[src/rtl/calendar_set_seq_if.sv]
// Handshake and date bus between the set sequencer and its calendar/controller.
// The master side drives the requests and the live calendar date; the slave side is the sequencer.
interface calendar_set_seq_if;
  logic       tick_1Hz;
  logic       start;
  logic       abort;
  logic [3:0] tgt_m_10s, tgt_m_1s, tgt_d_10s, tgt_d_1s;
  logic [3:0] tgt_y_10s, tgt_y_1s, tgt_c_10s, tgt_c_1s;
  logic [3:0] m_10s, m_1s, d_10s, d_1s;
  logic [3:0] y_10s, y_1s, c_10s, c_1s;
  logic       inc_month, inc_day, inc_year, inc_century;
  logic       busy, done, err;

  modport master (
    output tick_1Hz, start, abort,
    output tgt_m_10s, tgt_m_1s, tgt_d_10s, tgt_d_1s,
    output tgt_y_10s, tgt_y_1s, tgt_c_10s, tgt_c_1s,
    output m_10s, m_1s, d_10s, d_1s, y_10s, y_1s, c_10s, c_1s,
    input  inc_month, inc_day, inc_year, inc_century,
    input  busy, done, err
  );

  modport slave (
    input  tick_1Hz, start, abort,
    input  tgt_m_10s, tgt_m_1s, tgt_d_10s, tgt_d_1s,
    input  tgt_y_10s, tgt_y_1s, tgt_c_10s, tgt_c_1s,
    input  m_10s, m_1s, d_10s, d_1s, y_10s, y_1s, c_10s, c_1s,
    output inc_month, inc_day, inc_year, inc_century,
    output busy, done, err
  );
endinterface

[src/rtl/calendar_set_seq.sv]
// Walks a BCD calendar forward to a target date by issuing one increment request per 1 Hz tick,
// re-reading the live date after each settle period. Never decrements; wrap is reached by pulsing.
module calendar_set_seq #(
  parameter int unsigned SETTLE_CYCLES = 8,
  parameter int unsigned MAX_STEPS     = 511
) (
  input logic               clk_50MHz,
  input logic               reset,
  calendar_set_seq_if.slave bus
);

  typedef enum logic [2:0] {
    StIdle, StValidate, StSelect, StPulse, StSettle, StDone, StErr
  } state_e;

  state_e      state_q;
  logic        sync1_q, sync2_q;
  logic        tick_rise;
  logic [31:0] tgt_q;     // {m10, m1, d10, d1, y10, y1, c10, c1}
  logic [9:0]  step_q;
  logic [15:0] settle_q;
  logic [3:0]  inc_q;     // {century, year, month, day}
  logic        busy_q, done_q, err_q;

  logic [6:0]  t_mon, t_day, t_year, t_cent;
  logic [6:0]  c_mon, c_day, c_year, c_cent;
  logic [6:0]  t_dim;
  logic        digit_bad;
  logic        tgt_valid;
  logic [3:0]  sel;

  function automatic logic [6:0] bcd2bin(input logic [3:0] tens, input logic [3:0] ones);
    return 7'({3'b000, tens} * 7'd10) + {3'b000, ones};
  endfunction

  function automatic logic [6:0] days_in_month(input logic [6:0] mon, input logic leap);
    logic [6:0] dim;
    case (mon)
      7'd4, 7'd6, 7'd9, 7'd11: dim = 7'd30;
      7'd2:                    dim = leap ? 7'd29 : 7'd28;
      default:                 dim = 7'd31;
    endcase
    return dim;
  endfunction

  assign tick_rise = sync1_q & ~sync2_q;

  assign t_mon  = bcd2bin(tgt_q[31:28], tgt_q[27:24]);
  assign t_day  = bcd2bin(tgt_q[23:20], tgt_q[19:16]);
  assign t_year = bcd2bin(tgt_q[15:12], tgt_q[11:8]);
  assign t_cent = bcd2bin(tgt_q[7:4],   tgt_q[3:0]);

  assign c_mon  = bcd2bin(bus.m_10s, bus.m_1s);
  assign c_day  = bcd2bin(bus.d_10s, bus.d_1s);
  assign c_year = bcd2bin(bus.y_10s, bus.y_1s);
  assign c_cent = bcd2bin(bus.c_10s, bus.c_1s);

  // Leap rule looks only at the two-digit year of the target.
  assign t_dim = days_in_month(t_mon, t_year[1:0] == 2'b00);

  always_comb begin
    digit_bad = 1'b0;
    for (int i = 0; i < 8; i++) begin
      if (tgt_q[4*i +: 4] > 4'd9) digit_bad = 1'b1;
    end
  end

  assign tgt_valid = !digit_bad && (t_mon >= 7'd1) && (t_mon <= 7'd12) &&
                     (t_day >= 7'd1) && (t_day <= t_dim);

  // First mismatching field in century, year, month, day order.
  always_comb begin
    sel = 4'b0000;
    if (c_cent != t_cent)      sel = 4'b1000;
    else if (c_year != t_year) sel = 4'b0100;
    else if (c_mon != t_mon)   sel = 4'b0010;
    else if (c_day != t_day)   sel = 4'b0001;
  end

  always_ff @(posedge clk_50MHz) begin
    if (reset) begin
      state_q  <= StIdle;
      sync1_q  <= 1'b0;
      sync2_q  <= 1'b0;
      tgt_q    <= '0;
      step_q   <= '0;
      settle_q <= '0;
      inc_q    <= '0;
      busy_q   <= 1'b0;
      done_q   <= 1'b0;
      err_q    <= 1'b0;
    end else begin
      sync1_q <= bus.tick_1Hz;
      sync2_q <= sync1_q;
      done_q  <= 1'b0;
      err_q   <= 1'b0;
      // ERR is excluded so an abort held high cannot stretch the err pulse.
      if (bus.abort && (state_q != StIdle) && (state_q != StErr)) begin
        inc_q   <= '0;
        err_q   <= 1'b1;
        state_q <= StErr;
      end else begin
        unique case (state_q)
          StIdle: begin
            if (bus.start) begin
              tgt_q   <= {bus.tgt_m_10s, bus.tgt_m_1s, bus.tgt_d_10s, bus.tgt_d_1s,
                          bus.tgt_y_10s, bus.tgt_y_1s, bus.tgt_c_10s, bus.tgt_c_1s};
              step_q  <= '0;
              busy_q  <= 1'b1;
              state_q <= StValidate;
            end
          end
          StValidate: begin
            if (tgt_valid) begin
              state_q <= StSelect;
            end else begin
              err_q   <= 1'b1;
              state_q <= StErr;
            end
          end
          StSelect: begin
            if (sel == 4'b0000) begin
              done_q  <= 1'b1;
              state_q <= StDone;
            end else if (step_q == 10'(MAX_STEPS)) begin
              err_q   <= 1'b1;
              state_q <= StErr;
            end else begin
              inc_q   <= sel;
              state_q <= StPulse;
            end
          end
          StPulse: begin
            if (tick_rise) begin
              inc_q    <= '0;
              step_q   <= step_q + 10'd1;
              settle_q <= '0;
              state_q  <= StSettle;
            end
          end
          StSettle: begin
            if (settle_q == 16'(SETTLE_CYCLES - 1)) begin
              state_q <= StSelect;
            end else begin
              settle_q <= settle_q + 16'd1;
            end
          end
          StDone, StErr: begin
            busy_q  <= 1'b0;
            state_q <= StIdle;
          end
          default: state_q <= StIdle;
        endcase
      end
    end
  end

  assign bus.inc_century = inc_q[3];
  assign bus.inc_year    = inc_q[2];
  assign bus.inc_month   = inc_q[1];
  assign bus.inc_day     = inc_q[0];
  assign bus.busy        = busy_q;
  assign bus.done        = done_q;
  assign bus.err         = err_q;

endmodule

[src/flat_wrapper.sv]
// flat-port wrapper written by rule: the top's interface ports become plain ports
module calendar_set_seq_flat 
#(
  parameter int unsigned SETTLE_CYCLES = 8,
  parameter int unsigned MAX_STEPS     = 511
)
  (clk_50MHz, reset, bus_tick_1Hz, bus_start, bus_abort, bus_tgt_m_10s, bus_tgt_m_1s, bus_tgt_d_10s, bus_tgt_d_1s, bus_tgt_y_10s, bus_tgt_y_1s, bus_tgt_c_10s, bus_tgt_c_1s, bus_m_10s, bus_m_1s, bus_d_10s, bus_d_1s, bus_y_10s, bus_y_1s, bus_c_10s, bus_c_1s, bus_inc_month, bus_inc_day, bus_inc_year, bus_inc_century, bus_busy, bus_done, bus_err);
  calendar_set_seq_if bus_i ();
  input logic clk_50MHz;
  input logic reset;
  input wire logic [$bits(bus_i.tick_1Hz)-1:0] bus_tick_1Hz;
  input wire logic [$bits(bus_i.start)-1:0] bus_start;
  input wire logic [$bits(bus_i.abort)-1:0] bus_abort;
  input wire logic [$bits(bus_i.tgt_m_10s)-1:0] bus_tgt_m_10s;
  input wire logic [$bits(bus_i.tgt_m_1s)-1:0] bus_tgt_m_1s;
  input wire logic [$bits(bus_i.tgt_d_10s)-1:0] bus_tgt_d_10s;
  input wire logic [$bits(bus_i.tgt_d_1s)-1:0] bus_tgt_d_1s;
  input wire logic [$bits(bus_i.tgt_y_10s)-1:0] bus_tgt_y_10s;
  input wire logic [$bits(bus_i.tgt_y_1s)-1:0] bus_tgt_y_1s;
  input wire logic [$bits(bus_i.tgt_c_10s)-1:0] bus_tgt_c_10s;
  input wire logic [$bits(bus_i.tgt_c_1s)-1:0] bus_tgt_c_1s;
  input wire logic [$bits(bus_i.m_10s)-1:0] bus_m_10s;
  input wire logic [$bits(bus_i.m_1s)-1:0] bus_m_1s;
  input wire logic [$bits(bus_i.d_10s)-1:0] bus_d_10s;
  input wire logic [$bits(bus_i.d_1s)-1:0] bus_d_1s;
  input wire logic [$bits(bus_i.y_10s)-1:0] bus_y_10s;
  input wire logic [$bits(bus_i.y_1s)-1:0] bus_y_1s;
  input wire logic [$bits(bus_i.c_10s)-1:0] bus_c_10s;
  input wire logic [$bits(bus_i.c_1s)-1:0] bus_c_1s;
  output wire logic [$bits(bus_i.inc_month)-1:0] bus_inc_month;
  output wire logic [$bits(bus_i.inc_day)-1:0] bus_inc_day;
  output wire logic [$bits(bus_i.inc_year)-1:0] bus_inc_year;
  output wire logic [$bits(bus_i.inc_century)-1:0] bus_inc_century;
  output wire logic [$bits(bus_i.busy)-1:0] bus_busy;
  output wire logic [$bits(bus_i.done)-1:0] bus_done;
  output wire logic [$bits(bus_i.err)-1:0] bus_err;
  assign bus_i.tick_1Hz = bus_tick_1Hz;
  assign bus_i.start = bus_start;
  assign bus_i.abort = bus_abort;
  assign bus_i.tgt_m_10s = bus_tgt_m_10s;
  assign bus_i.tgt_m_1s = bus_tgt_m_1s;
  assign bus_i.tgt_d_10s = bus_tgt_d_10s;
  assign bus_i.tgt_d_1s = bus_tgt_d_1s;
  assign bus_i.tgt_y_10s = bus_tgt_y_10s;
  assign bus_i.tgt_y_1s = bus_tgt_y_1s;
  assign bus_i.tgt_c_10s = bus_tgt_c_10s;
  assign bus_i.tgt_c_1s = bus_tgt_c_1s;
  assign bus_i.m_10s = bus_m_10s;
  assign bus_i.m_1s = bus_m_1s;
  assign bus_i.d_10s = bus_d_10s;
  assign bus_i.d_1s = bus_d_1s;
  assign bus_i.y_10s = bus_y_10s;
  assign bus_i.y_1s = bus_y_1s;
  assign bus_i.c_10s = bus_c_10s;
  assign bus_i.c_1s = bus_c_1s;
  assign bus_inc_month = bus_i.inc_month;
  assign bus_inc_day = bus_i.inc_day;
  assign bus_inc_year = bus_i.inc_year;
  assign bus_inc_century = bus_i.inc_century;
  assign bus_busy = bus_i.busy;
  assign bus_done = bus_i.done;
  assign bus_err = bus_i.err;
  calendar_set_seq #(.SETTLE_CYCLES(SETTLE_CYCLES), .MAX_STEPS(MAX_STEPS)) u_core (.clk_50MHz(clk_50MHz), .reset(reset), .bus(bus_i));
endmodule
[config.mk]
export PLATFORM = sky130hd
export DESIGN_NAME = calendar_set_seq_flat
export DESIGN_NICKNAME = d
export VERILOG_FILES = /design/src/rtl/calendar_set_seq_if.sv /design/src/rtl/calendar_set_seq.sv /design/src/flat_wrapper.sv
export SDC_FILE = /design/constraint.sdc
export NUM_CORES = 1
export LEC_CHECK = 0
export ABC_AREA = 0
export CAP_MARGIN = 20
export CORE_AREA = 2 2 104 106
export CTS_BUF_LIST = sky130_fd_sc_hd__clkbuf_4
export CTS_CLUSTER_SIZE = 25
export DETAILED_ROUTE_END_ITERATION = 16
export DIE_AREA = 0 0 106 108
export GPL_TIMING_DRIVEN = 0
export PLACE_DENSITY = 0.77
export REMOVE_ABC_BUFFERS = 1
export SLEW_MARGIN = 20
export SYNTH_ARGS = -nofsm -noshare
export SYNTH_HDL_FRONTEND = slang
export SYNTH_SLANG_ARGS = --single-unit
[constraint.sdc]
create_clock -name clk_50MHz -period 4.11 [get_ports clk_50MHz]
set_input_delay 1.233 -clock clk_50MHz [delete_from_list [all_inputs] [get_ports clk_50MHz]]
set_output_delay 1.233 -clock clk_50MHz [all_outputs]
set_load 0.005 [all_outputs]
==> results of run 1 <==
==> area by class of cell <==
class                           count  area (sq um)  area share [%]
Inverter                           28           105            1.68
Multi-Input combinational cell    480          3640            58.0
Tap cell                          136           170            2.71
Sequential cell                    70          1400            22.4
Clock buffer                       10          75.1            1.20
Timing Repair Buffer               86           816            13.0
Clock inverter                      6          62.6           0.997
==> cells by family after synthesis <==
| kind of cell | Yosys count | share of synthesized area, % |
|---|---|---|
| compound gates | 96 | 11.5 |
| xor+xnor | 86 | 15.3 |
| fa+ha+maj | 69 | 19.4 |
| buf+inv | 47 | 3.64 |
| flops | 70 | 27.7 |
| mux | 6 | 1.21 |
| simple gates | 223 | 21.2 |
==> power by group <==
part	internal [mW]	total, mW	switching [mW]
logic	0.600	1.31	0.714
registers	0.777	0.902	0.124
clock network	0.190	0.433	0.243
==> flip-flops by register name, indices dropped and copies added (netlist names) <==
signal,count
u_core.tgt_q,32
u_core.settle_q,16
u_core.step_q,10
u_core.inc_q,4
u_core.state_q,3
u_core.bus.busy,1
u_core.bus.done,1
u_core.bus.err,1
u_core.sync1_q,1
u_core.sync2_q,1
==> stage by stage <==
| stage | setup slack [ns] | setup TNS [ns] | std cells | power [mW] |
|---|---|---|---|---|
| after global routing | -0.164 | -0.291 | 816 | 2.86 |
| after floorplan | -0.157 | -0.633 | 578 | 1.79 |
| after detailed placement | -0.910 | -7.11 | 790 | 2.13 |
| after CTS | 0.00875 | 0 | 812 | 2.60 |
| final | 0.0717 | 0 | 816 | 2.65 |
| after global placement | -0.857 | -7.04 | 789 | 2.08 |
==> routing by layer <==
metal,track usage (%),vias up,share of wire (%)
li1,-,2203,-
met1,23.8,2000,43
met2,37.7,65,52
met3,2.83,15,3.5
met4,6.58,0,1.4
met5,0,-,0
==> synthesized netlist by cell type (5+ instances only) <==
library cell / n
sky130_fd_sc_hd__a21o_1: 7
sky130_fd_sc_hd__nand3_1: 10
sky130_fd_sc_hd__nor4b_1: 5
sky130_fd_sc_hd__a21oi_1: 50
sky130_fd_sc_hd__and3_1: 6
sky130_fd_sc_hd__o21ai_0: 14
sky130_fd_sc_hd__nor2b_1: 11
sky130_fd_sc_hd__or3_1: 6
sky130_fd_sc_hd__nor2_1: 42
sky130_fd_sc_hd__a211oi_1: 6
sky130_fd_sc_hd__nand4_1: 9
sky130_fd_sc_hd__xnor2_1: 42
sky130_fd_sc_hd__nor4_1: 8
sky130_fd_sc_hd__xor2_1: 42
sky130_fd_sc_hd__nand2_1: 97
sky130_fd_sc_hd__nand2b_1: 6
sky130_fd_sc_hd__mux2i_1: 5
sky130_fd_sc_hd__inv_1: 28
sky130_fd_sc_hd__fa_1: 16
sky130_fd_sc_hd__nor3_1: 10
sky130_fd_sc_hd__dfxtp_1: 70
sky130_fd_sc_hd__ha_1: 53
sky130_fd_sc_hd__clkbuf_1: 17
==> worst max-delay path, stage by stage <==
cell	delay (ns)
sky130_fd_sc_hd__clkdlybuf4s50_1	0.41
sky130_fd_sc_hd__ha_2	0.20
sky130_fd_sc_hd__fa_2	0.34
sky130_fd_sc_hd__a21oi_1	0.17
sky130_fd_sc_hd__nor2b_1	0.08
sky130_fd_sc_hd__xnor3_1	0.29
sky130_fd_sc_hd__nand3_2	0.07
sky130_fd_sc_hd__or4b_4	0.54
sky130_fd_sc_hd__or4b_4	0.56
sky130_fd_sc_hd__a31oi_4	0.26
sky130_fd_sc_hd__mux2i_1	0.22
==> final timing paths <==
check,end,from,depth (start not counted),slack [ns]
setup / recovery,u_core.inc_q[0],bus_c_1s[1],11,0.07
hold / removal,u_core.sync2_q,u_core.sync1_q,1,0.47
setup reg to reg,u_core.state_q[2],u_core.tgt_q[29],19,0.08
hold reg to reg,u_core.sync2_q,u_core.sync1_q,1,0.47
==> timing repair <==
action	CTS	global route
pin swaps	20	26
hold endpoints to repair	0	0
gates resized for setup	38	32
cloned	0	0
setup buffers	6	4
endpoints found under the setup margin	9	9
==> out/results.md, run 1 <==
## Synth
• top cell type's share of synthesized area: 27.7%
• number of enable-type register cells in the synthesized netlist: 0
• post-synthesis async set-or-reset flop share: 0%
• flop and latch count out of synthesis: 70
• ys flop type: sky130_fd_sc_hd__dfxtp_1
• warnings from Yosys: 0
• share of synthesized area occupied by flip-flops and latches: 27.7%
• top post-synthesis cells by area: sky130_fd_sc_hd__dfxtp_1, sky130_fd_sc_hd__ha_1, sky130_fd_sc_hd__xnor2_1
• most area-hungry cell type in the Yosys netlist: sky130_fd_sc_hd__dfxtp_1
• post-synthesis instance area: 5060 sq um
• mean instance size in the synthesized netlist: 8.47 sq um
• Post-Synthesis Cells: 597
• synth unique cells: 51

## Global routing
• global-route usage over all layers: 20.1%
• first-pass GRT wire length: 18900 um
• total overflow reported by the global router: 0
• number of global-route vias before repair: 4359
• largest net degree at the start of global routing: 37
• initial antenna violation count: 0

## Final layout
• fraction of final layout cells with drive strength greater than 1: 10.7%
• most common cell after layout, fill and taps aside: sky130_fd_sc_hd__nand2_1
• number of fillers in the final layout: 859
• final std cell area, no fill: 6270 sq um
• utilization after layout: 61.3%
• Area growth syn-to-layout: 24.0%
• n_diodes: 0
• final layout net count: 813
• commonest non-fill, non-tap cells in the layout: sky130_fd_sc_hd__nand2_1, sky130_fd_sc_hd__dfxtp_1, sky130_fd_sc_hd__clkdlybuf4s50_1, sky130_fd_sc_hd__a21oi_1, sky130_fd_sc_hd__ha_1

## Clock tree
• clock input transition at the sequential cells of the worst setup and hold paths: 0.12 ns
• CTS buffer count: 9
• later-pin clock latency in the skew report: 0.40 ns
• clock sink count: 70
• CTS tree: yes
• number of levels in the clock H-tree: 3
• cts hold-fix bufs: 0
• Clock Path Buffers: 2
• Clk Tree Root Cell: sky130_fd_sc_hd__clkbuf_4

## Timing
• count of endpoints failing setup in the final report: 0
• relative slew slack: 52.9%
• clock period minus worst slack: 4.04 ns
• Achievable Freq: 248 MHz
• setup repair after global routing missed its margin: yes
• Max Clock Skew: 0.0140 ns
• slew at the pin with the worst max-slew slack: 0.697 ns
• final number of hold-violating endpoints: 0
• worst hold margin: 0.468 ns
• final worst path period share: 98.3%
• Final Slew Violations: 0

## Pwr
• worst supply voltage drop on vdd: 199 uV
• leakage power figure: 2.57 nW
• power per standard cell area: 422 nW/um^2

## Die
• CORE AREA: 10200 sq um
• starting utilization of the core area: 49.4%
• floorplan die area: 11400 sq um
• vertical die dimension: 108 um
• standard-cell row count: 37
• Die X: 106 um
• IO Pins: 76

## Worst setup path
• largest fanout on the critical path: 6
• kind of start point of the critical path: input pin
• crit path DAT: 4.37 ns
• kind of end point of the critical path: register
• CP Class: input pin to register
• WP data required: 4.45 ns

## Route
• post-route ant nets: 0
• via density per instance: 5.25
• per-cell routed wire length: 13.8 um
• first-pass detailed-route iteration total: 4
• vias after detailed routing: 4283
• detailed-route DRC error count: 0
• DRT Wirelength: 11200 um
• count of routing violations after the opening detailed-route iteration: 164

## Hold path
• Hold WC Path Type: register to register

## Placed design
• Port Buf Inserts: 75
• dpl hpwl: 8610 um
• routability cong.: 0.897
• cell area after placement: 5920 sq um

## Status
• result of the run: finished, final reports clean

## Run
• maximum capacitance violations: 0

(Power assumes the default switching activity.)
==> run 2: changes to the inputs <==
--- a/config.mk
+++ b/config.mk
@@ -19,3 +19,4 @@
 export SYNTH_ARGS = -nofsm -noshare
 export SYNTH_HDL_FRONTEND = slang
 export SYNTH_SLANG_ARGS = --single-unit
+export TNS_END_PERCENT = 5
==> results of run 2 <==
Same layout as run 1: the final DEF is identical, and so are final timing and power.
